$ cat src/rtl/dmem_pkg.sv
// dmem_pkg: shared state encoding and constants for the data-memory responder
package dmem_pkg;
    typedef enum logic [1:0] {IDLE, WR, RD, RD_DONE} state_t;
    localparam logic [31:0] ERR_DATA_DEF = 32'hFFFF_FFFF;
    localparam logic [31:0] WORD_MASK = 32'hFFFF_FFFC;
endpackage

$ cat src/rtl/dmem_responder_if.sv
// dmem_responder_if: external req/ack memory bus between the responder and the memory
interface dmem_responder_if;
    logic        bus_req;
    logic        bus_we;
    logic [31:0] bus_addr;
    logic [31:0] bus_wdata;
    logic        bus_ack;
    logic [31:0] bus_rdata;
    modport master(output bus_req, bus_we, bus_addr, bus_wdata, input bus_ack, bus_rdata);
    modport slave(input bus_req, bus_we, bus_addr, bus_wdata, output bus_ack, bus_rdata);
endinterface

$ cat src/rtl/dmem_wbuf.sv
// dmem_wbuf: single-entry posted write buffer with load-address forwarding compare
module dmem_wbuf
    import dmem_pkg::*;
(
    input  logic        clk,
    input  logic        rst,
    input  logic        st_req,
    input  logic        ld_req,
    input  logic [31:0] addr,
    input  logic [31:0] wdata,
    input  logic        drain_ack,
    input  logic        drop,
    output logic        accept,
    output logic        full,
    output logic        hit,
    output logic [31:0] wbuf_addr,
    output logic [31:0] wbuf_data
);
    // the entry frees in the drain-ack cycle, so a waiting store can refill it at the same edge
    assign accept = st_req & (~full | drain_ack);
    assign hit = ld_req & full & (wbuf_addr[31:2] == addr[31:2]);
    always_ff @(posedge clk) begin
        if (rst) begin
            full      <= 1'b0;
            wbuf_addr <= '0;
            wbuf_data <= '0;
        end else if (accept) begin
            full      <= 1'b1;
            wbuf_addr <= addr & WORD_MASK;
            wbuf_data <= wdata;
        end else if (drain_ack | drop) begin
            full <= 1'b0;
        end
    end
endmodule

$ cat src/rtl/dmem_responder.sv
// dmem_responder: MEM-stage load/store responder with posted write buffer over a req/ack bus
module dmem_responder
    import dmem_pkg::*;
#(
    parameter int unsigned TIMEOUT  = 255,
    parameter logic [31:0] ERR_DATA = ERR_DATA_DEF
) (
    input  logic             clk,
    input  logic             rst,
    input  logic             mem_ren,
    input  logic             mem_wen,
    input  logic [31:0]      mem_addr,
    input  logic [31:0]      mem_dout,
    input  logic             mem_en,
    output logic [31:0]      mem_din,
    output logic             mem_stall,
    output logic             bus_err,
    output logic             wbuf_empty,
    dmem_responder_if.master bus
);
    localparam int CW = (TIMEOUT > 0) ? $clog2(TIMEOUT + 1) : 1;
    state_t state, state_nx;
    logic [CW-1:0] cnt;
    logic [31:0] rd_data, wbuf_addr, wbuf_data;
    logic ack, tmo, st_req, ld_miss, full, hit, accept;
    assign ack = bus.bus_req & bus.bus_ack;
    assign tmo = (TIMEOUT != 0) && bus.bus_req && !bus.bus_ack && (cnt == CW'(TIMEOUT - 1));
    // a simultaneous load and store is treated as a load
    assign st_req = mem_wen & ~mem_ren;
    assign ld_miss = mem_ren & ~hit;
    dmem_wbuf u_wbuf (
        .clk(clk),
        .rst(rst),
        .st_req(st_req),
        .ld_req(mem_ren),
        .addr(mem_addr),
        .wdata(mem_dout),
        .drain_ack(state == WR && ack),
        .drop(state == WR && tmo),
        .accept(accept),
        .full(full),
        .hit(hit),
        .wbuf_addr(wbuf_addr),
        .wbuf_data(wbuf_data)
    );
    assign mem_din = hit ? wbuf_data : rd_data;
    assign mem_stall = (ld_miss & (state != RD_DONE)) | (st_req & ~accept);
    assign wbuf_empty = ~full;
    // draining the buffer always wins over a new read to keep program order
    always_comb begin
        state_nx = state;
        case (state)
            IDLE:    state_nx = full ? WR : (ld_miss ? RD : IDLE);
            WR:      state_nx = (ack | tmo) ? IDLE : WR;
            RD:      state_nx = (ack | tmo) ? RD_DONE : RD;
            default: state_nx = mem_en ? IDLE : RD_DONE;
        endcase
    end
    always_ff @(posedge clk) begin
        if (rst) begin
            state         <= IDLE;
            bus.bus_req   <= 1'b0;
            bus.bus_we    <= 1'b0;
            bus.bus_addr  <= '0;
            bus.bus_wdata <= '0;
            rd_data       <= '0;
            bus_err       <= 1'b0;
            cnt           <= '0;
        end else begin
            state <= state_nx;
            if (state == IDLE && state_nx != IDLE) begin
                bus.bus_req  <= 1'b1;
                bus.bus_we   <= full;
                bus.bus_addr <= full ? wbuf_addr : (mem_addr & WORD_MASK);
                if (full) bus.bus_wdata <= wbuf_data;
            end else if (ack | tmo) begin
                bus.bus_req <= 1'b0;
            end
            if (state == RD && (ack | tmo)) rd_data <= ack ? bus.bus_rdata : ERR_DATA;
            if (tmo) bus_err <= 1'b1;
            if (state == IDLE || ack) cnt <= '0;
            else if (bus.bus_req && cnt != CW'(TIMEOUT)) cnt <= cnt + 1'b1;
        end
    end
endmodule

$ cat src/flat_wrapper.sv
// flat-port wrapper written by rule: the top's interface ports become plain ports
module dmem_responder_flat import dmem_pkg::*;
#(
    parameter int unsigned TIMEOUT  = 255,
    parameter logic [31:0] ERR_DATA = ERR_DATA_DEF
)
  (clk, rst, mem_ren, mem_wen, mem_addr, mem_dout, mem_en, mem_din, mem_stall, bus_err, wbuf_empty, bus_bus_req, bus_bus_we, bus_bus_addr, bus_bus_wdata, bus_bus_ack, bus_bus_rdata);
  dmem_responder_if bus_i ();
  input  logic clk;
  input  logic rst;
  input  logic mem_ren;
  input  logic mem_wen;
  input  logic [31:0] mem_addr;
  input  logic [31:0] mem_dout;
  input  logic mem_en;
  output logic [31:0] mem_din;
  output logic mem_stall;
  output logic bus_err;
  output logic wbuf_empty;
  output wire logic [$bits(bus_i.bus_req)-1:0] bus_bus_req;
  output wire logic [$bits(bus_i.bus_we)-1:0] bus_bus_we;
  output wire logic [$bits(bus_i.bus_addr)-1:0] bus_bus_addr;
  output wire logic [$bits(bus_i.bus_wdata)-1:0] bus_bus_wdata;
  input wire logic [$bits(bus_i.bus_ack)-1:0] bus_bus_ack;
  input wire logic [$bits(bus_i.bus_rdata)-1:0] bus_bus_rdata;
  assign bus_bus_req = bus_i.bus_req;
  assign bus_bus_we = bus_i.bus_we;
  assign bus_bus_addr = bus_i.bus_addr;
  assign bus_bus_wdata = bus_i.bus_wdata;
  assign bus_i.bus_ack = bus_bus_ack;
  assign bus_i.bus_rdata = bus_bus_rdata;
  dmem_responder #(.TIMEOUT(TIMEOUT), .ERR_DATA(ERR_DATA)) u_core (.clk(clk), .rst(rst), .mem_ren(mem_ren), .mem_wen(mem_wen), .mem_addr(mem_addr), .mem_dout(mem_dout), .mem_en(mem_en), .mem_din(mem_din), .mem_stall(mem_stall), .bus_err(bus_err), .wbuf_empty(wbuf_empty), .bus(bus_i));
endmodule
$ cat config.mk
export PLATFORM = sky130hd
export DESIGN_NAME = dmem_responder_flat
export DESIGN_NICKNAME = d
export VERILOG_FILES = /design/src/rtl/dmem_pkg.sv /design/src/rtl/dmem_responder_if.sv /design/src/rtl/dmem_wbuf.sv /design/src/rtl/dmem_responder.sv /design/src/flat_wrapper.sv
export SDC_FILE = /design/constraint.sdc
export NUM_CORES = 1
export LEC_CHECK = 0
export ABC_AREA = 1
export CAP_MARGIN = 20
export CORE_ASPECT_RATIO = 0.7
export CORE_MARGIN = 8
export CORE_UTILIZATION = 44
export CTS_CLUSTER_DIAMETER = 80
export DETAILED_ROUTE_END_ITERATION = 6
export HOLD_SLACK_MARGIN = 0.05
export PLACE_DENSITY = 0.88
export RECOVER_POWER = 25
export SLEW_MARGIN = 20
export SYNTH_ARGS = -nofsm -noshare
export SYNTH_HDL_FRONTEND = slang
export SYNTH_SLANG_ARGS = --single-unit
$ cat constraint.sdc
create_clock -name clk -period 1.7 [get_ports clk]
set_input_delay 0.34 -clock clk [delete_from_list [all_inputs] [get_ports clk]]
set_output_delay 0.34 -clock clk [all_outputs]
set_load 0.01 [all_outputs]
==> results of run 1 <==
## cells in the final DEF, fill, tap and decap left out, drive strengths merged, types with 12 or more instances in the layout
master / synthesis / routed
nor2: 146 / 146
clkbuf: 41 / 41
nand2: 175 / 175
clkdlybuf4s50: 0 / 102
clkdlybuf4s25: 0 / 20
nor3: 76 / 76
dfxtp: 170 / 170
buf: 36 / 158
a21oi: 105 / 105
o21ai: 131 / 131
inv: 50 / 59
dlygate4sd2: 0 / 12
nand3: 70 / 70
## state kept, by name, summed over array words and instances (netlist names)
register / flops
u_core.bus.bus_addr: 30
u_core.bus.bus_req: 1
u_core.bus.bus_wdata: 32
u_core.bus.bus_we: 1
u_core.bus_err: 1
u_core.cnt: 8
u_core.rd_data: 32
u_core.state: 2
u_core.u_wbuf.full: 1
u_core.u_wbuf.wbuf_addr: 30
u_core.u_wbuf.wbuf_data: 32
## worst min-delay path, delay by kind of cell
| family | cells | cell delay (ns) |
|---|---|---|
| buf+inv | 2 | 0.26 |
| compound gates | 1 | 0.10 |
## metrics by stage
stage	TNS [ns]	worst slack, ns	hold WS [ns]
after floorplan	0	0.0102	0.454
after global placement	-80.59	-1.35	0.441
after detailed placement	-84.31	-1.38	0.451
after CTS	-30.32	-0.977	0.334
after global routing	-56.40	-1.11	0.290
final	-47.66	-1.01	0.310
## area by class of cell
class / instances / area, µm² / area share
Clock buffer: 18 / 439 / 0.0356
Clock inverter: 14 / 153 / 0.0124
Inverter: 50 / 195 / 0.0158
Multi-Input combinational cell: 736 / 4590 / 0.371
Sequential cell: 170 / 3420 / 0.277
Tap cell: 231 / 289 / 0.0234
Timing Repair Buffer: 328 / 3270 / 0.265
## report_power, final
part,switching [W],internal [W]
Clock,0.00185,0.00213
Combinational,0.00188,0.00151
Sequential,0.000282,0.00432
Total,0.00401,0.00796
## final timing paths
kind                               startpoint                     endpoint  cells past startpoint
hold / removal                   mem_addr[10]  u_core.u_wbuf.wbuf_addr[10]                      3
setup reg to reg                u_core.cnt[0]      u_core.bus.bus_addr[30]                     13
hold reg to reg       u_core.bus.bus_addr[14]      u_core.bus.bus_addr[14]                      2
setup / recovery  u_core.u_wbuf.wbuf_addr[10]                  mem_din[24]                     11
## per-layer routing
layer,track usage,vias up,part of all wire
li1,-,3984,-
met1,0.334,4164,0.38
met2,0.412,584,0.46
met3,0.0940,142,0.12
met4,0.110,4,0.041
met5,0,-,0.00065
## logic make-up after synthesis
group / synth area share
AO/OA/AOI/OAI: 0.175
XOR/XNOR: 0.0117
adder cells (fa/ha/maj): 0.00334
buffers and inverters: 0.0734
flip-flops: 0.455
other: 0.000501
AND/OR/NAND/NOR: 0.281
## repair_timing
item	in CTS	in global routing
resized for setup	248	232
cloned	10	6
pin swaps	38	40
setup endpoints to repair	96	169
setup buffers	25	12
==> flow_summary.toml, run 1 <==
[run_status]
status = "finished, violations left"
violations = "design-rule violations, negative setup slack"

[route]
avgRoutedWirePerCell_um = 21.0
num_vias = 8878
wl_um = 32500
dr.first_iter.drc_count = 1007
dr.pass1.iters = 7
drc_errors = 19
ant_nets = 0
avgViaCountPerCell = 5.74

[power]
leakage_nw = 5.15
max-vdd-ir-drop_mv = 0.619
power_w = 0.0120
powerDensity_nw_per_um2 = 969

[global_route]
grt_max_degree = 52
overflow = 0
grt_pass1_vias = 8331
track_usage = 0.267
grt_pass1_wl_um = 45400
antenna_found_initial = 2

[logic_synthesis]
synth_edf_count = 0
synth-seq-cells = 170
synth_cells = 1032
synth_area_per_cell_um2 = 7.26
synth_top_area_cell = "dfxtp_1"
synth_top_area_frac = 0.455
synthArstFlopShare = 0
synth_commonest_cells = "dfxtp_1 (170), nand2_1 (159), nor2_1 (141)"
synthFlopType = "dfxtp_1"
ys_warn_count = 0
synth_seq_area_share = 0.455
synth.most_common_cell = "dfxtp_1"
synth_cell_types = 36
synth.cell_area_um2 = 7490
synth.area.top_cells = "dfxtp_1 (45%), o21ai_0 (8.5%), nand2_1 (8.0%), nor2_1 (7.1%), a21oi_1 (5.7%)"

[critical_path]
cp-end-kind = "primary output"
crit_fanout = 8
worstPathBufferInverterCount = 4
cp_data_required_time_ns = 1.36
crit_chain = "xnor2_2 > o211ai_1 > nor3_2 > nand2_1 > nor2_4 > buf_12 > buf_12 > buf_16 > nand3_1 > nand2_1 > buf_2"
cpPeakStageDelay_ns = 0.34
slowest_stage = "dfxtp_2"
crit_type = "flip-flop to primary output"
worstPathArrival_ns = 2.37
reg2reg_slack_ns = -0.36
path_delay_family = "simple AND/OR/NAND/NOR gates"
critPathLaunchType = "flip-flop"

[sta]
setup_violations = 100
worst_slack_ns = -1.01
fmax_mhz = 370
report.final.slew_viol_count = 0
rsz0062_at_grt = "yes"
fin_skew_ns = 0.0107
relSlewSlack = 0.592
min_period_ns = 2.71
worst_pin_slew_ns = 0.605
finalHoldViolCount = 0
period_share = 1.59

[placement]
io_buffers = 198
placed_cell_area_um2 = 10200
dp_hpwl_um = 18600
gp_congestion = 0.887
dp.cells = 1470

[finish]
fillCellCount = 1210
final_cells = 1547
area_growth_pct = 65.0
fin_nets = 1407
stdcell_area_um2 = 12400
layout-drive-gt1-share = 0.323
finish.utilization = 0.730
diodes = 0

[cts]
cts_buffers = 17
cts.sinks = 170
clk_pin_slew_ns = 0.07
tritoncts = "yes"
cts_hold_buf = 0
root_buffer = "clkbuf_16"
h-tree-depth = 4
clock_latency_ns = 0.43
cts_buffer_depth = 2

[die]
die_height_um = 125
die_w_um = 172
dieArea_um2 = 21500
io_pins = 203
initial_core_util = 0.443
core-area_um2 = 16900
row_count = 40

[worst_hold_path]
min_path_type = "input port to flip-flop"

[flow_run]
drv_cap = 0
(Power assumes the default switching activity.)
==> inputs of run 2 (changes only) <==
- PLACE_DENSITY: 0.88 -> not set
- PLACE_DENSITY_LB_ADDON: not set -> 0.15
==> flow_summary.toml, run 2 (same netlist as run 1, synthesis figures left out) <==
[worst_hold_path]
min_path_type = "input port to flip-flop"
hp-start = "mem_addr[14]"
whs_path_depth = 3
worstHoldEndpoint = "u_core.u_wbuf.wbuf_addr[14]"

[placement]
dp_hpwl_um = 17700
io_buffers = 198
dp.cells = 1473
gp_congestion = 0.842

[route]
wl_met3_um = 2780
ant_nets = 0
num_vias = 8080
drt-met1-wl_um = 12500
drc_errors = 0
avgViaCountPerCell = 5.24
highest_layer = "met5"
dr.pass1.iters = 6
routed-wl-met2_um = 11900
avgRoutedWirePerCell_um = 17.9
dr.first_iter.drc_count = 810
wl_um = 27600

[critical_path]
crit_chain = "xnor2_1 > nand2_1 > nor3_2 > nand4_1 > nor2_4 > buf_6 > nand2_8 > buf_12 > nand2_2 > nand2_1 > buf_2"
cp-end-kind = "primary output"
path_delay_family = "simple AND/OR/NAND/NOR gates"
worstPathBufferInverterCount = 3
crit_fanout = 6
cp_data_required_time_ns = 1.36
cp_common_cell = "nand2_1"
reg2reg_from = "u_core.cnt[0]"
worstPathArrival_ns = 2.20
reg2reg_slack_ns = -0.20
critPathLaunchType = "flip-flop"
slowest_stage = "dfxtp_2"
crit_type = "flip-flop to primary output"
cpPeakStageDelay_ns = 0.33
r2r-end = "u_core.bus.bus_addr[3]"
worstRegToRegCells = 14

[run_status]
status = "finished, violations left"
violations = "negative setup slack"

[die]
row_count = 40
die_w_um = 172
die_height_um = 125
core-area_um2 = 16900
initial_core_util = 0.443
io_pins = 203
dieArea_um2 = 21500

[sta]
rsz0062_at_grt = "yes"
finalHoldViolCount = 0
min_period_ns = 2.54
worst_pin_slew_ns = 0.608
fmax_mhz = 393
relSlewSlack = 0.595
fin_skew_ns = 0.00892
period_share = 1.50
setup_violations = 100
report.final.slew_viol_count = 0
worst_slack_ns = -0.843

[global_route]
grt_pass1_wl_um = 41900
track_usage = 0.245
grt_max_degree = 58
grt_pass1_vias = 7738
antenna_found_initial = 1
overflow = 0

[cts]
clock_latency_ns = 0.42
clk_pin_slew_ns = 0.07
cts_buffers = 17
root_buffer = "clkbuf_16"
cts_hold_buf = 0
tritoncts = "yes"
h-tree-depth = 4
cts.sinks = 170
cts_buffer_depth = 2

[finish]
fin_nets = 1403
final_cell_mix = "dfxtp_1 (161), nor2_1 (137), o21ai_0 (124)"
fillCellCount = 1422
area_growth_pct = 59.5
final_common_cell = "dfxtp_1"
final_cells = 1543
largestRegisters = "u_core.bus.bus_wdata: 32 flops, u_core.rd_data: 32 flops, u_core.u_wbuf.wbuf_data: 32 flops"
diodes = 0
layout-drive-gt1-share = 0.298

[power]
max-vdd-ir-drop_mv = 0.884
leakage_nw = 4.73
power_w = 0.0118
powerDensity_nw_per_um2 = 985

[flow_run]
drv_cap = 0
## run 2: tightest hold or removal path, cell delays in order
cell and delay (ns):
dlymetal6s2s_1 0.14, inv_1 0.08, a21oi_1 0.06
## run 2: final cells by class
cell class / instances / area [µm²] / area share
Clock buffer: 19 / 443 / 0.0371
Clock inverter: 13 / 165 / 0.0138
Inverter: 50 / 190 / 0.0159
Multi-Input combinational cell: 737 / 4200 / 0.351
Sequential cell: 170 / 3420 / 0.286
Tap cell: 231 / 289 / 0.0242
Timing Repair Buffer: 323 / 3240 / 0.271
## run 2: metal layers
layer | vias to the layer above | GRT usage
li1 | 3964 | -
met1 | 3754 | 0.334
met2 | 328 | 0.354
met3 | 32 | 0.0940
met4 | 2 | 0.0627
met5 | - | 0
## run 2: repair_timing
action / CTS / global route
endpoints found under the hold margin: 0 / 0
pin swaps: 38 / 37
setup endpoints to repair: 100 / 138
gates resized for setup: 286 / 154
setup buffers: 21 / 10
cloned: 13 / 1
## run 2: per-stage QoR
step | worst slack [ns] | util | instance area (µm²) | hold slack, ns | TNS, ns
global placement | -1.29 | 0.602 | 10200 | 0.441 | -78.57
detailed placement | -1.32 | 0.602 | 10200 | 0.451 | -81.41
global route | -0.974 | 0.706 | 11900 | 0.228 | -48.30
CTS | -0.883 | 0.686 | 11600 | 0.302 | -29.54
finish | -0.843 | 0.706 | 11900 | 0.238 | -34.65
floorplan | 0.0102 | - | 7500 | 0.454 | 0
## run 2: worst max-delay path by stage
stage                     cells past startpoint     endpoint                        start  slack [ns]
after global routing                         11   mem_din[2]   u_core.u_wbuf.wbuf_addr[6]       -0.97
final                                        11    mem_stall   u_core.u_wbuf.wbuf_addr[6]       -0.84
after floorplan                              10  mem_din[10]                  mem_addr[9]        0.01
after detailed placement                     12   mem_din[1]                 mem_addr[21]       -1.32
after CTS                                    12  mem_din[20]  u_core.u_wbuf.wbuf_addr[10]       -0.88
after global placement                       13   mem_din[1]                 mem_addr[25]       -1.29
## run 2: where the power goes
part	total (W)	internal (W)	switching (W)
clock network	0.00404	0.00237	0.00167
logic	0.00314	0.00151	0.00162
registers	0.00459	0.00433	0.000261
total	0.0118	0.00821	0.00356
